`config.mk`:
```
export PLATFORM = sky130hd
export DESIGN_NAME = bus_responder
export DESIGN_NICKNAME = d
export VERILOG_FILES = /design/src/rtl/bus_responder.sv
export SDC_FILE = /design/constraint.sdc
export NUM_CORES = 1
export LEC_CHECK = 0
export ABC_CLOCK_PERIOD_IN_PS = 1700
export BUFFER_PORTS_ARGS = -buffer_cell sky130_fd_sc_hd__buf_2
export CORE_MARGIN = 2
export CORE_UTILIZATION = 38
export CTS_BUF_LIST = sky130_fd_sc_hd__clkbuf_8
export CTS_CLUSTER_SIZE = 16
export DETAILED_ROUTE_END_ITERATION = 8
export PLACE_DENSITY = 0.61
export SYNTH_ARGS = -nofsm -noshare
export SYNTH_HDL_FRONTEND = slang
export SYNTH_SLANG_ARGS = --single-unit
```
`constraint.sdc`:
```
create_clock -name clk -period 1.7 [get_ports clk]
set_input_delay 0.085 -clock clk [delete_from_list [all_inputs] [get_ports clk]]
set_output_delay 0.085 -clock clk [all_outputs]
set_load 0.005 [all_outputs]
```
`src/rtl/bus_responder.sv`:
```
`default_nettype none
`timescale 1ns/1ps
// ============================================================================
//  Module   : bus_responder
//  Purpose  : Responder side of an enable/ack four-phase bus. Captures a
//             single-word read or write request into a small register file,
//             waits a programmable number of cycles, then completes the
//             transfer by holding ack until the initiator drops enable.
//             Aborted requests raise a one-cycle err pulse. Completed
//             transfers are counted in a wrapping 16-bit counter.
//
//  Ports    : clk        bus clock, rising-edge active
//             rstn       asynchronous active-low reset
//             enable     initiator request, held until ack is seen
//             write      1 = write, 0 = read (sampled with enable)
//             addr       word address (sampled with enable)
//             wdata      write data (sampled with enable)
//             rdata      read data or write echo, valid while ack = 1
//             ack        transfer complete, held until enable drops
//             busy       high whenever the responder is not idle
//             err        one-cycle pulse when a request is aborted
//             txn_count  completed-transfer count, wraps at 16 bits
//
//  Revision : 1.0 - initial release
// ============================================================================
module bus_responder #(
    parameter int DATA_W      = 8,
    parameter int ADDR_W      = 2,
    parameter int WAIT_CYCLES = 2
) (
    input  logic              clk,
    input  logic              rstn,
    input  logic              enable,
    input  logic              write,
    input  logic [ADDR_W-1:0] addr,
    input  logic [DATA_W-1:0] wdata,
    output logic [DATA_W-1:0] rdata,
    output logic              ack,
    output logic              busy,
    output logic              err,
    output logic [15:0]       txn_count
);

    localparam int c_DEPTH = 2 ** ADDR_W;
    // A zero wait still needs a one-bit counter so the WAIT state has
    // something to compare against.
    localparam int c_CNT_W = (WAIT_CYCLES > 0) ? $clog2(WAIT_CYCLES + 1) : 1;
    localparam logic [c_CNT_W-1:0] c_CNT_LOAD = c_CNT_W'(WAIT_CYCLES);

    typedef enum logic [1:0] {
        ST_IDLE = 2'd0,
        ST_WAIT = 2'd1,
        ST_ACK  = 2'd2
    } state_t;

    state_t              r_state;
    state_t              w_state_next;

    logic [c_CNT_W-1:0]  r_cnt;
    logic                r_write_q;
    logic [ADDR_W-1:0]   r_addr_q;
    logic [DATA_W-1:0]   r_wdata_q;
    logic [DATA_W-1:0]   r_rdata;
    logic                r_err;
    logic [15:0]         r_txn_count;
    logic [DATA_W-1:0]   r_mem [0:c_DEPTH-1];

    logic                w_capture;
    logic                w_cnt_dec;
    logic                w_abort;
    logic                w_complete;

    // ------------------------------------------------------------------
    // State register
    // ------------------------------------------------------------------
    always_ff @(posedge clk or negedge rstn) begin
        if (!rstn) begin
            r_state <= ST_IDLE;
        end else begin
            r_state <= w_state_next;
        end
    end

    // ------------------------------------------------------------------
    // Next-state and control decode. ack/busy are pure decodes of the
    // registered state, so they fall the instant reset forces IDLE.
    // ------------------------------------------------------------------
    always_comb begin
        w_state_next = r_state;
        w_capture    = 1'b0;
        w_cnt_dec    = 1'b0;
        w_abort      = 1'b0;
        w_complete   = 1'b0;
        ack          = 1'b0;
        busy         = 1'b1;

        case (r_state)
            ST_IDLE: begin
                busy = 1'b0;
                if (enable) begin
                    w_state_next = ST_WAIT;
                    w_capture    = 1'b1;
                end
            end
            ST_WAIT: begin
                // Initiator withdrawing takes precedence over the wait
                // expiring, so a zero-wait request can still be aborted.
                if (!enable) begin
                    w_state_next = ST_IDLE;
                    w_abort      = 1'b1;
                end else if (r_cnt == '0) begin
                    w_state_next = ST_ACK;
                    w_complete   = 1'b1;
                end else begin
                    w_cnt_dec    = 1'b1;
                end
            end
            ST_ACK: begin
                ack = 1'b1;
                if (!enable) begin
                    w_state_next = ST_IDLE;
                end
            end
            default: begin
                w_state_next = ST_IDLE;
            end
        endcase
    end

    // ------------------------------------------------------------------
    // Request capture, wait counter, register file and reporting.
    // The memory update happens on the WAIT->ACK edge so rdata is
    // already valid in the first ack cycle.
    // ------------------------------------------------------------------
    always_ff @(posedge clk or negedge rstn) begin
        if (!rstn) begin
            r_cnt       <= '0;
            r_write_q   <= 1'b0;
            r_addr_q    <= '0;
            r_wdata_q   <= '0;
            r_rdata     <= '0;
            r_err       <= 1'b0;
            r_txn_count <= '0;
            for (int i = 0; i < c_DEPTH; i++) begin
                r_mem[i] <= '0;
            end
        end else begin
            r_err <= w_abort;

            if (w_capture) begin
                r_write_q <= write;
                r_addr_q  <= addr;
                r_wdata_q <= wdata;
                r_cnt     <= c_CNT_LOAD;
            end else if (w_cnt_dec) begin
                r_cnt     <= r_cnt - c_CNT_W'(1);
            end

            if (w_complete) begin
                if (r_write_q) begin
                    r_mem[r_addr_q] <= r_wdata_q;
                    r_rdata         <= r_wdata_q;
                end else begin
                    r_rdata         <= r_mem[r_addr_q];
                end
                r_txn_count <= r_txn_count + 16'd1;
            end
        end
    end

    assign rdata     = r_rdata;
    assign err       = r_err;
    assign txn_count = r_txn_count;

endmodule
`default_nettype wire
```
==> Word level (Yosys, flattened, before mapping) <==
Cells that the tools add are included.
{ "word_totals": {"elab_cells": 54, "reg_bits": 72, "out_inout_bits": 27} }
{ "op_classes": {"reduce_logical": 6, "bitwise": 1, "magnitude_cmp": 2, "n_mux": 26, "addsub": 2, "eq_ne": 5} }
{ "op_table": {"columns": ["operator", "count"], "rows": [
  ["32-bit bitwise mux", 1],
  ["8-bit two-way mux", 4],
  ["16-bit by 1-bit adder with 16-bit output, second input constant", 1],
  ["8-bit binary-select mux with 2-bit select", 1],
  ["8-bit demux with 2-bit select", 1],
  ["1-bit two-way mux", 12],
  ["2-bit two-way mux", 6],
  ["2-bit one-hot mux with 3 select lines", 1],
  ["2-bit zero test", 2],
  ["2-bit != test, second input constant", 2],
  ["3-bit >= comparator, second input constant", 1],
  ["3-bit by 1-bit < comparator with 1-bit output, second input constant", 1],
  ["3-bit != test, second input constant", 1],
  ["2-bit inverter with 3-bit output", 1],
  ["3-bit AND reduction", 1],
  ["2-bit by 1-bit equality test with 1-bit output, second input constant", 1],
  ["2-bit equality test, second input constant", 1],
  ["2-bit AND reduction", 1],
  ["2-bit nonzero test", 1],
  ["2-bit by 1-bit subtractor with 2-bit output, second input constant", 1],
  ["1-bit logical AND", 1]
]} }

==> Logic depth before layout (Yosys ltp) <==
Gate-level depths: netlist of run 1.
{ "depth": {"word_depth": 6, "depth_mapped": 8, "depth_no_buf": 6} }

==> Worst setup path before layout of run 1 <==
No wires, ideal clock.
{ "synth_timing": {"kind": "flip-flop to flip-flop", "startpoint": "reg r_cnt[0]", "endpoint": "reg r_mem[24] (netlist bit)", "synth_period_minus_slack_ns": 1.831, "stages_incl_launch_ff": 8, "n_path_buf": 1, "t_arrival_ns": 1.706, "setup_slack_ns": -0.131, "cell_sequence": "dfrtp_1 inv_1 ha_1 and4b_1 clkbuf_2 nand2_2 nor3_4 mux2_2"} }
{ "synth_via": {"elab_chain_cells": 5} }
{ "synth_lines": {"columns": ["element", "line", "rtl"], "rows": [
  ["start, declared", "59", "logic [c_CNT_W-1:0] r_cnt;"],
  ["start signal, assigned", "154", "r_cnt <= c_CNT_LOAD;"],
  ["start signal, assigned", "156", "r_cnt <= r_cnt - c_CNT_W'(1);"],
  ["2-bit zero test", "111", "end else if (r_cnt == '0) begin"],
  ["1-bit two-way mux", "111", null],
  ["1-bit two-way mux", "108", "if (!enable) begin"],
  ["1-bit two-way mux", "97", "case (r_state)"],
  ["2-bit AND reduction (no line)", null, null],
  ["end signal, assigned by index", "161", "r_mem[r_addr_q] <= r_wdata_q;"],
  ["end, declared", "66", "logic [DATA_W-1:0] r_mem [0:c_DEPTH-1];"]
]} }
Every way passes these cells.
A chain may end at the register's enable or synchronous reset.

==> Final worst setup path of run 1 <==
{ "layout_timing": {"startpoint": "reg r_cnt[0]", "endpoint": "reg r_mem[31] (netlist bit)"} }
Same word-level chain as after synthesis.

==> results of run 1 <==
## per-layer routing
layer	GRT usage [%]	vias to the layer above	wire length (um)
met2	22.9	46	2870
met3	4.98	5	271
met1	20.2	1041	2830
met4	4.35	0	44
met5	0	-	0
li1	-	961	-
## worst reg2reg max path, delay by kind of cell (launching register included)
kind	cells	cell delay, ns
buffers and inverters	3	0.37
DFF	1	0.38
and+or+nand+nor	3	0.42
adders and majority gates	1	0.14
muxes	1	0.32
## synthesized netlist by cell type
library cell,n,area share (%)
xor2_1,4,1.1
a21oi_1,9,1.4
nor4_2,1,0.39
ha_1,2,0.79
buf_2,4,0.63
nor3b_1,1,0.24
a22oi_1,1,0.24
buf_6,1,0.36
nand4b_2,2,0.95
and3_1,2,0.39
clkbuf_2,2,0.32
mux2i_1,8,2.5
nand2_2,1,0.20
o21a_1,1,0.24
nand4b_1,1,0.28
mux4_2,8,5.7
nor2_1,14,1.7
and4_1,1,0.28
and4b_1,1,0.32
dfrtp_1,72,57
inv_1,3,0.36
nor3_4,1,0.51
nand4_1,1,0.20
or2_2,2,0.39
nand2_1,12,1.4
xnor2_1,11,3.0
nor4_4,1,0.67
mux2_2,44,16
nand2b_1,1,0.20
a22o_1,2,0.55
nor2b_1,1,0.20
nand4_4,1,0.67
buf_4,2,0.47
nand3_1,5,0.79
## flip-flops by register name (all words and copies together), names as in the netlist
name / flops
r_cnt: 2
rdata: 8
r_mem: 32
txn_count: 16
r_wdata_q: 8
r_addr_q: 2
r_state: 2
err: 1
r_write_q: 1
## kinds of logic (layout without fill, tap and decap cells)
| logic type | count (synthesis) | count (layout) | share of synthesized area [%] |
|---|---|---|---|
| xor gates and xnor gates | 15 | 15 | 4.15 |
| DFF | 72 | 72 | 56.9 |
| buffers and inverters | 12 | 99 | 2.13 |
| adders and majority gates | 2 | 2 | 0.790 |
| and+or+nand+nor | 49 | 49 | 9.76 |
| AOI/OAI and AO/OA | 13 | 13 | 2.45 |
| muxes | 60 | 60 | 23.9 |
## path summary, 6_finish.rpt
path,end,depth (start not counted),slack (ns),startpoint
min in group clk,txn_count[15],1,0.47,txn_count[15]
worst max register to register,r_mem[31],8,-0.05,r_cnt[0]
worst max-delay path,r_mem[31],8,-0.05,r_cnt[0]
worst min register to register,txn_count[15],1,0.47,txn_count[15]
worst min-delay path,txn_count[6],3,0.28,rstn
max in group asynchronous,r_mem[23],3,1.08,rstn
## area by class of cell
| type | instances | share of cell area [%] |
|---|---|---|
| clock buffer | 10 | 3.40 |
| multi-input combinational | 139 | 33.5 |
| clock inverter | 6 | 0.680 |
| tap | 105 | 3.25 |
| timing repair buffer | 80 | 14.3 |
| sequential | 72 | 44.5 |
| inverter | 3 | 0.278 |
## power breakdown
part           switching (W)  internal (W)
clock               0.000604      0.000548
combinational       0.000566      0.000852
sequential          0.000383       0.00210
## repair_timing
action                                  4_1_cts  5_1_grt
gates cloned                                  0        0
buffers inserted                              1        4
endpoints found under the setup margin       16       39
endpoints found under the hold margin        85        0
hold buffers                                 13        0
pin swaps                                     0        3
gates resized for setup                       4        9
## stage by stage
| stage | hold WS, ns | worst slack [ns] | instances | cell area, um^2 |
|---|---|---|---|---|
| after floorplan | -0.211 | -0.0473 | 223 | 3200 |
| after global placement | 0.148 | -0.0174 | 381 | 3650 |
| after detailed placement | 0.144 | -0.0485 | 381 | 3650 |
| after CTS | 0.303 | -0.0414 | 411 | 3970 |
| after global routing | 0.312 | -0.143 | 415 | 4050 |
| final | 0.279 | -0.0472 | 415 | 4050 |
==> flow_summary.yaml, run 1 <==
route:
  drtPass1Iterations: 4
  vias_per_cell: 4.95
  vias: 2053
  final_antenna_net_count: 0
  wire_per_inst_um: 14.5
  drc_errors: 0
  wirelength_um: 6020
  drt_iter0_markers: 83
clock_tree:
  clk_pin_slew_ns: 0.07
  cts_tree: "done"
  cts_made_buffers: 9
  numClockSinks: 72
  clock_path_buffers: 2
  clk_latency_ns: 0.34
  htreeDepth: 3
  clockRootBuffer: "clkbuf_8"
floorplan:
  fp.dieArea_mm2: 0.00908
  start_util_pct: 38.9
  io_pins: 41
  core_mm2: 0.00813
  die_x_um: 95.3
  placementRows: 33
  die_h_um: 95.3
synth:
  syn_nets: 239
  ys_seq_elements: 72
  yosysSeqAreaShare_pct: 56.9
  syn_inst: 223
  synth_cell_types: 34
  syn_area_mm2: 0.00317
  syn_avg_cell_area_um2: 14.2
  synth_warnings: 0
sta:
  finalSetupTns_ns: -0.330
  grt_setup_unrepaired: "yes"
  maxSlewViolCount: 0
  setup_viol: 16
  hold_viol: 0
  tightest_slew_ns: 0.466
  slew_headroom_pct: 68.9
  fin_ws_ns: -0.0472
  worst_clock_skew_ns: 0.00761
  finalCriticalPeriod_ns: 1.75
  fmax_mhz: 572
  finalCritPeriodShare_pct: 103
critical_path:
  slowest_stage: "dfrtp_1"
  crit_buf_inv: 3
  crit_path_cell_trace: "inv_2, ha_4, and4b_1, buf_6, nand2_4, nor3_4, buf_4, mux2_2"
  critical_path.top_delay_family: "simple AND/OR/NAND/NOR gates"
  path_class: "reg -> reg"
  max_stage_delay_ns: 0.38
  cp_max_fo: 5
  cp_data_required_time_ns: 1.93
  start_kind: "flip-flop"
  cp-end-kind: "flip-flop"
  crit_arrival_ns: 1.97
power_and_ir_drop:
  power.total_w: 0.00506
  power_density_mw_per_mm2: 1250
  peakVddDrop_mv: 0.822
  power_leakage_nw: 2.04
placement:
  gp_congestion: 0.725
  dp_hpwl_um: 4040
  io_buffers: 40
global_route:
  antenna_found_initial: 0
  track_usage_pct: 14.9
  first_global_vias: 2045
  grt_max_degree: 73
  grt-ovfl-total: 0
  grt_pass1_wl_um: 10100
final_layout:
  final_layout_size_suffix_gt1_share_pct: 46.8
  regArea_mm2: 0.00180
  layout.nets: 321
  area_delta_synth_final_pct: 27.7
  layout_common_cells: "dfrtp_1, buf_2, mux2_2, buf_4, nor2_1"
  multi_input_area_mm2: 0.00136
  final_util_pct: 49.7
  final_common_cell: "dfrtp_1"
  final.fill_count: 747
  n_antenna_cell: 0
flow_run:
  cap_violations: 0
min_path:
  min_path_type: "in -> async"
outcome:
  violations: "negative setup slack"
  status: "finished, violations left"
Note: power is estimated with default switching activity, not from simulation.
==> inputs of run 2 (changes only) <==
CORE_UTILIZATION = 30   (was 38)
PLACE_DENSITY = 0.52   (was 0.61)
==> run 2 against run 1 <==
Compared with the run above: the run still ends with negative setup slack left; non-clock buffer count rose by 2; cell count rose by 8.0%; critical path depth did not move; global-route usage fell by 2.9 points; fmax barely moved; worst setup slack improved by 0.0014 ns; cell area rose by 4.4%; core utilization fell by 8.6 points; critical path type unchanged; highest routed layer unchanged.
==> flow_summary.yaml, run 2 (synthesis gave the netlist of run 1 again) <==
outcome:
  status: "finished, violations left"
  violations: "negative setup slack"
route:
  drtPass1Iterations: 4
  vias_per_cell: 4.51
  wirelength_um: 6370
  vias: 2019
  drc_errors: 0
  final_antenna_net_count: 0
  wire_per_inst_um: 14.2
  drt_iter0_markers: 69
global_route:
  track_usage_pct: 12.1
  grt_max_degree: 73
  grt-ovfl-total: 0
  grt_use_met3_pct: 3.59
  first_global_vias: 2091
  use_met2_pct: 19.2
  grt_pass1_wl_um: 10600
  grt-busiest-layer: "met2"
  antenna_found_initial: 0
  use_met1_pct: 15.9
power_and_ir_drop:
  power_density_mw_per_mm2: 1330
  internal-power_w: 0.00402
  comb_power_share_pct: 26.4
  swShare_pct: 28.4
  switchingPower_w: 0.00160
  seqPwrFrac_pct: 43.5
  power_leakage_nw: 2.09
  peakVddDrop_mv: 0.652
  p_clk_share_pct: 30.1
  power.total_w: 0.00562
clock_tree:
  clockRootBuffer: "clkbuf_8"
  numClockSinks: 72
  cts_made_buffers: 9
  clk_latency_ns: 0.35
  clk_pin_slew_ns: 0.07
  htreeDepth: 3
  clock_path_buffers: 2
  cts_tree: "done"
floorplan:
  die_h_um: 107
  start_util_pct: 30.8
  core_mm2: 0.0103
  die_x_um: 107
  placementRows: 37
  io_pins: 41
  fp.dieArea_mm2: 0.0114
final_layout:
  regMostFlops: "r_mem"
  area_delta_synth_final_pct: 33.3
  layout_common_cells: "dfrtp_1, buf_2, mux2_2, buf_4, dlygate4sd3_1"
  final_layout_size_suffix_gt1_share_pct: 48.4
  layout.nets: 323
  largest_register_ffs: 32
  stdcell_count: 448
  final_util_pct: 41.1
  final_common_cell: "dfrtp_1"
  n_antenna_cell: 0
placement:
  dp_slack_ns: -0.0825
  dp_hpwl_um: 4190
  dpl.cell_count: 414
  io_buffers: 40
  gp_congestion: 0.700
sta:
  finalCritPeriodShare_pct: 103
  fin_ws_ns: -0.0458
  setup_viol: 32
  fmax_mhz: 573
  slew_headroom_pct: 71.6
  hold_viol: 0
  worst_clock_skew_ns: 0.0130
  maxSlewViolCount: 0
  finalSetupTns_ns: -1.01
  finalCriticalPeriod_ns: 1.75
  tightest_slew_ns: 0.425
  grt_setup_unrepaired: "yes"
critical_path:
  cp_max_fo: 4
  slowest_stage: "dfrtp_1"
  crit_arrival_ns: 1.97
  start_kind: "flip-flop"
  cp-end-kind: "flip-flop"
  crit_path_cell_trace: "inv_2, ha_4, and4b_1, buf_6, nand2_4, nor3_4, buf_6, mux2_4"
  r2r_start: "r_cnt[0]"
  cp_data_required_time_ns: 1.92
  path_common_cell: "buf_6"
  path_class: "reg -> reg"
  max_stage_delay_ns: 0.39
  critPathLaunch: "r_cnt[0]"
min_path:
  min_path_type: "in -> async"
flow_run:
  cap_violations: 0
[run 2: worst max-delay path: cells and delay by family (launching register included)]
family,cells,cell delay (ns)
buffers and inverters,3,0.36
adders and majority gates,1,0.12
DFF,1,0.39
and+or+nand+nor,3,0.46
muxes,1,0.29
[run 2: final timing paths]
check	slack [ns]	end	depth (start not counted)
worst max register to register	-0.05	r_mem[29]	8
worst max-delay path	-0.05	r_mem[29]	8
worst min register to register	0.47	txn_count[15]	1
worst min-delay path	0.28	txn_count[6]	3
min in group clk	0.47	txn_count[15]	1
max in group asynchronous	1.06	r_mem[1]	3
[run 2: metrics by stage]
stage	instance area [um^2]	hold slack [ns]
floorplan	3200	-0.211
global placement	3710	0.150
detailed placement	3710	0.156
CTS	4170	0.315
global route	4220	0.336
finish	4220	0.284
[run 2: layout make-up]
class                      instances  area [um^2]
timing repair buffer              82          607
clock buffer                      11          151
tap                              136          170
clock inverter                     5          103
inverter                           3         11.3
multi-input combinational        139         1380
fill                            1007         6050
sequential                        72         1800
[run 2: metal layers]
layer	share of wire [%]	up-vias
li1	-	969
met1	48	995
met2	47	49
met3	4.2	6
met4	0.86	0
met5	0	-
[run 2: repair_timing]
item,CTS,global route
gates cloned,0,0
hold buffers,13,0
buffers inserted,3,2
endpoints found under the setup margin,22,42
pin swaps,4,3
endpoints found under the hold margin,84,0
resized for setup,13,9
[run 2: power by group through the flow]
stage	Combinational [W]	Sequential (W)	Clock, W
after detailed placement	0.00141	0.00248	0
after global routing	0.00164	0.00252	0.00180
after floorplan	0.000939	0.00238	0
after CTS	0.00149	0.00245	0.00173
after global placement	0.00140	0.00247	0
final	0.00148	0.00245	0.00169
==> inputs of run 3 (changes only) <==
CORE_UTILIZATION = 40   (was 30)
PLACE_DENSITY = 0.64   (was 0.52)
==> run 3 against run 2 <==
Compared with the run above: the run still ends with negative setup slack left; critical endpoint is now r_mem[26]; sequential share of layout area rose by 2.6 points; count of clock-buffer cells in the layout is 2 lower; critical path depth shrank 1; clock power shrank 36%; non-clock buffer count is 7 lower; first-iteration DRC count fell by 8.7%; clock skew is 0.0033 ns lower; sequential power barely moved; sequential cell count did not move; cell area shrank 5.6%; cell count fell by 9.4%.
==> flow_summary.yaml, run 3 (synthesis gave the netlist of run 1 again) <==
route:
  vias_per_cell: 4.94
  wire_per_inst_um: 14.6
  drtPass1Iterations: 4
  wirelength_um: 5930
  drc_errors: 0
  final_antenna_net_count: 0
  vias: 2007
  drt_iter0_markers: 63
sta:
  finalCritPeriodShare_pct: 102
  fin_ws_ns: -0.0300
  tightest_slew_ns: 0.503
  grt_setup_unrepaired: "yes"
  finalSetupTns_ns: -0.0492
  worst_clock_skew_ns: 0.00961
  hold_viol: 0
  maxSlewViolCount: 0
  fmax_mhz: 578
  setup_viol: 2
  slew_headroom_pct: 66.5
  finalCriticalPeriod_ns: 1.73
global_route:
  antenna_found_initial: 0
  grt_max_degree: 73
  grt_pass1_wl_um: 10200
  first_global_vias: 2051
  track_usage_pct: 15.2
  grt-ovfl-total: 0
final_layout:
  final_layout_size_suffix_gt1_share_pct: 46.4
  layout.nets: 316
  layout_common_cells: "dfrtp_1, buf_2, mux2_2, buf_4, nor2_1"
  area_delta_synth_final_pct: 25.9
  n_antenna_cell: 0
  final.fill_count: 675
  largest_register_ffs: 32
  regMostFlops: "r_mem"
  final_common_cell: "dfrtp_1"
clock_tree:
  clk_latency_ns: 0.34
  clk_pin_slew_ns: 0.07
  cts_tree: "done"
  clockRootBuffer: "clkbuf_8"
  cts_made_buffers: 9
  clock_path_buffers: 2
  numClockSinks: 72
  htreeDepth: 3
critical_path:
  cp-end-kind: "flip-flop"
  cp_data_required_time_ns: 1.91
  start_kind: "flip-flop"
  cp_max_fo: 5
  path_class: "reg -> reg"
  crit_arrival_ns: 1.94
  rr_worst_depth: 7
floorplan:
  placementRows: 32
  fp.dieArea_mm2: 0.00865
  start_util_pct: 41.2
  io_pins: 41
  core_mm2: 0.00769
  die_x_um: 93.0
  die_h_um: 93.0
power_and_ir_drop:
  power_leakage_nw: 1.99
  peakVddDrop_mv: 0.746
  power_density_mw_per_mm2: 1250
  power.total_w: 0.00499
outcome:
  status: "finished, violations left"
  violations: "negative setup slack"
placement:
  gp_congestion: 0.724
  dp_hpwl_um: 4010
  io_buffers: 40
flow_run:
  cap_violations: 0
min_path:
  min_path_type: "in -> async"
==> run 3: cell type report <==
type                            instances  area, um^2  area share (%)
Clock inverter                          6        30.0           0.753
Sequential cell                        72        1800            45.2
Clock buffer                            9         124            3.11
Inverter                                3        11.3           0.282
Tap cell                              102         128            3.20
Timing Repair Buffer                   75         532            13.3
Multi-Input combinational cell        139        1360            34.1
==> run 3: worst max-delay path: stages (launching register included) <==
cell	delay, ns
dfrtp_1	0.39
inv_2	0.08
ha_4	0.14
and4b_4	0.31
nand2_4	0.07
nor3_4	0.14
buf_4	0.16
mux2_2	0.32
==> run 3: repair_timing <==
| item | 4_1_cts | 5_1_grt |
|---|---|---|
| hold buffers | 13 | 0 |
| gates resized for setup | 2 | 11 |
| setup buffers | 0 | 1 |
| gates cloned | 0 | 0 |
| endpoints found under the hold margin | 85 | 0 |
| pin swaps | 1 | 2 |
| endpoints found under the setup margin | 32 | 38 |
==> run 3: worst paths after layout <==
kind | end | startpoint | slack [ns]
max | r_mem[26] | r_cnt[0] | -0.03
min in group clk | txn_count[15] | txn_count[15] | 0.47
max reg2reg | r_mem[26] | r_cnt[0] | -0.03
min | err | rstn | 0.28
min reg2reg | txn_count[15] | txn_count[15] | 0.47
max in group asynchronous | rdata[5] | rstn | 1.08
==> run 3: metrics by stage <==
step	cell area, um^2	worst slack, ns	hold slack, ns	cells	utilization (%)
2_1_floorplan	3200	-0.0473	-0.211	223	-
3_3_place_gp	3640	-0.0643	0.146	377	47.4
3_5_place_dp	3640	-0.0983	0.144	377	47.4
4_1_cts	3930	-0.0499	0.319	405	51.2
5_1_grt	3990	-0.0800	0.318	406	51.9
6_report	3990	-0.0300	0.280	406	51.9
==> run 3: power by group <==
group / leakage, nW / total, W / internal (W) / switching, W
combinational: 0.970 / 0.00142 / 0.000849 / 0.000575
clock: 0.0872 / 0.00109 / 0.000502 / 0.000587
sequential: 0.937 / 0.00248 / 0.00210 / 0.000371
total: 1.99 / 0.00499 / 0.00346 / 0.00153
==> run 3: routing by layer <==
layer / share of wire (%) / wire (um) / global-route usage (%)
met5: 0 / 0 / 0
met4: 0.83 / 49 / 4.04
met3: 4.4 / 260 / 4.19
met2: 47 / 2800 / 24.2
met1: 48 / 2820 / 20.6
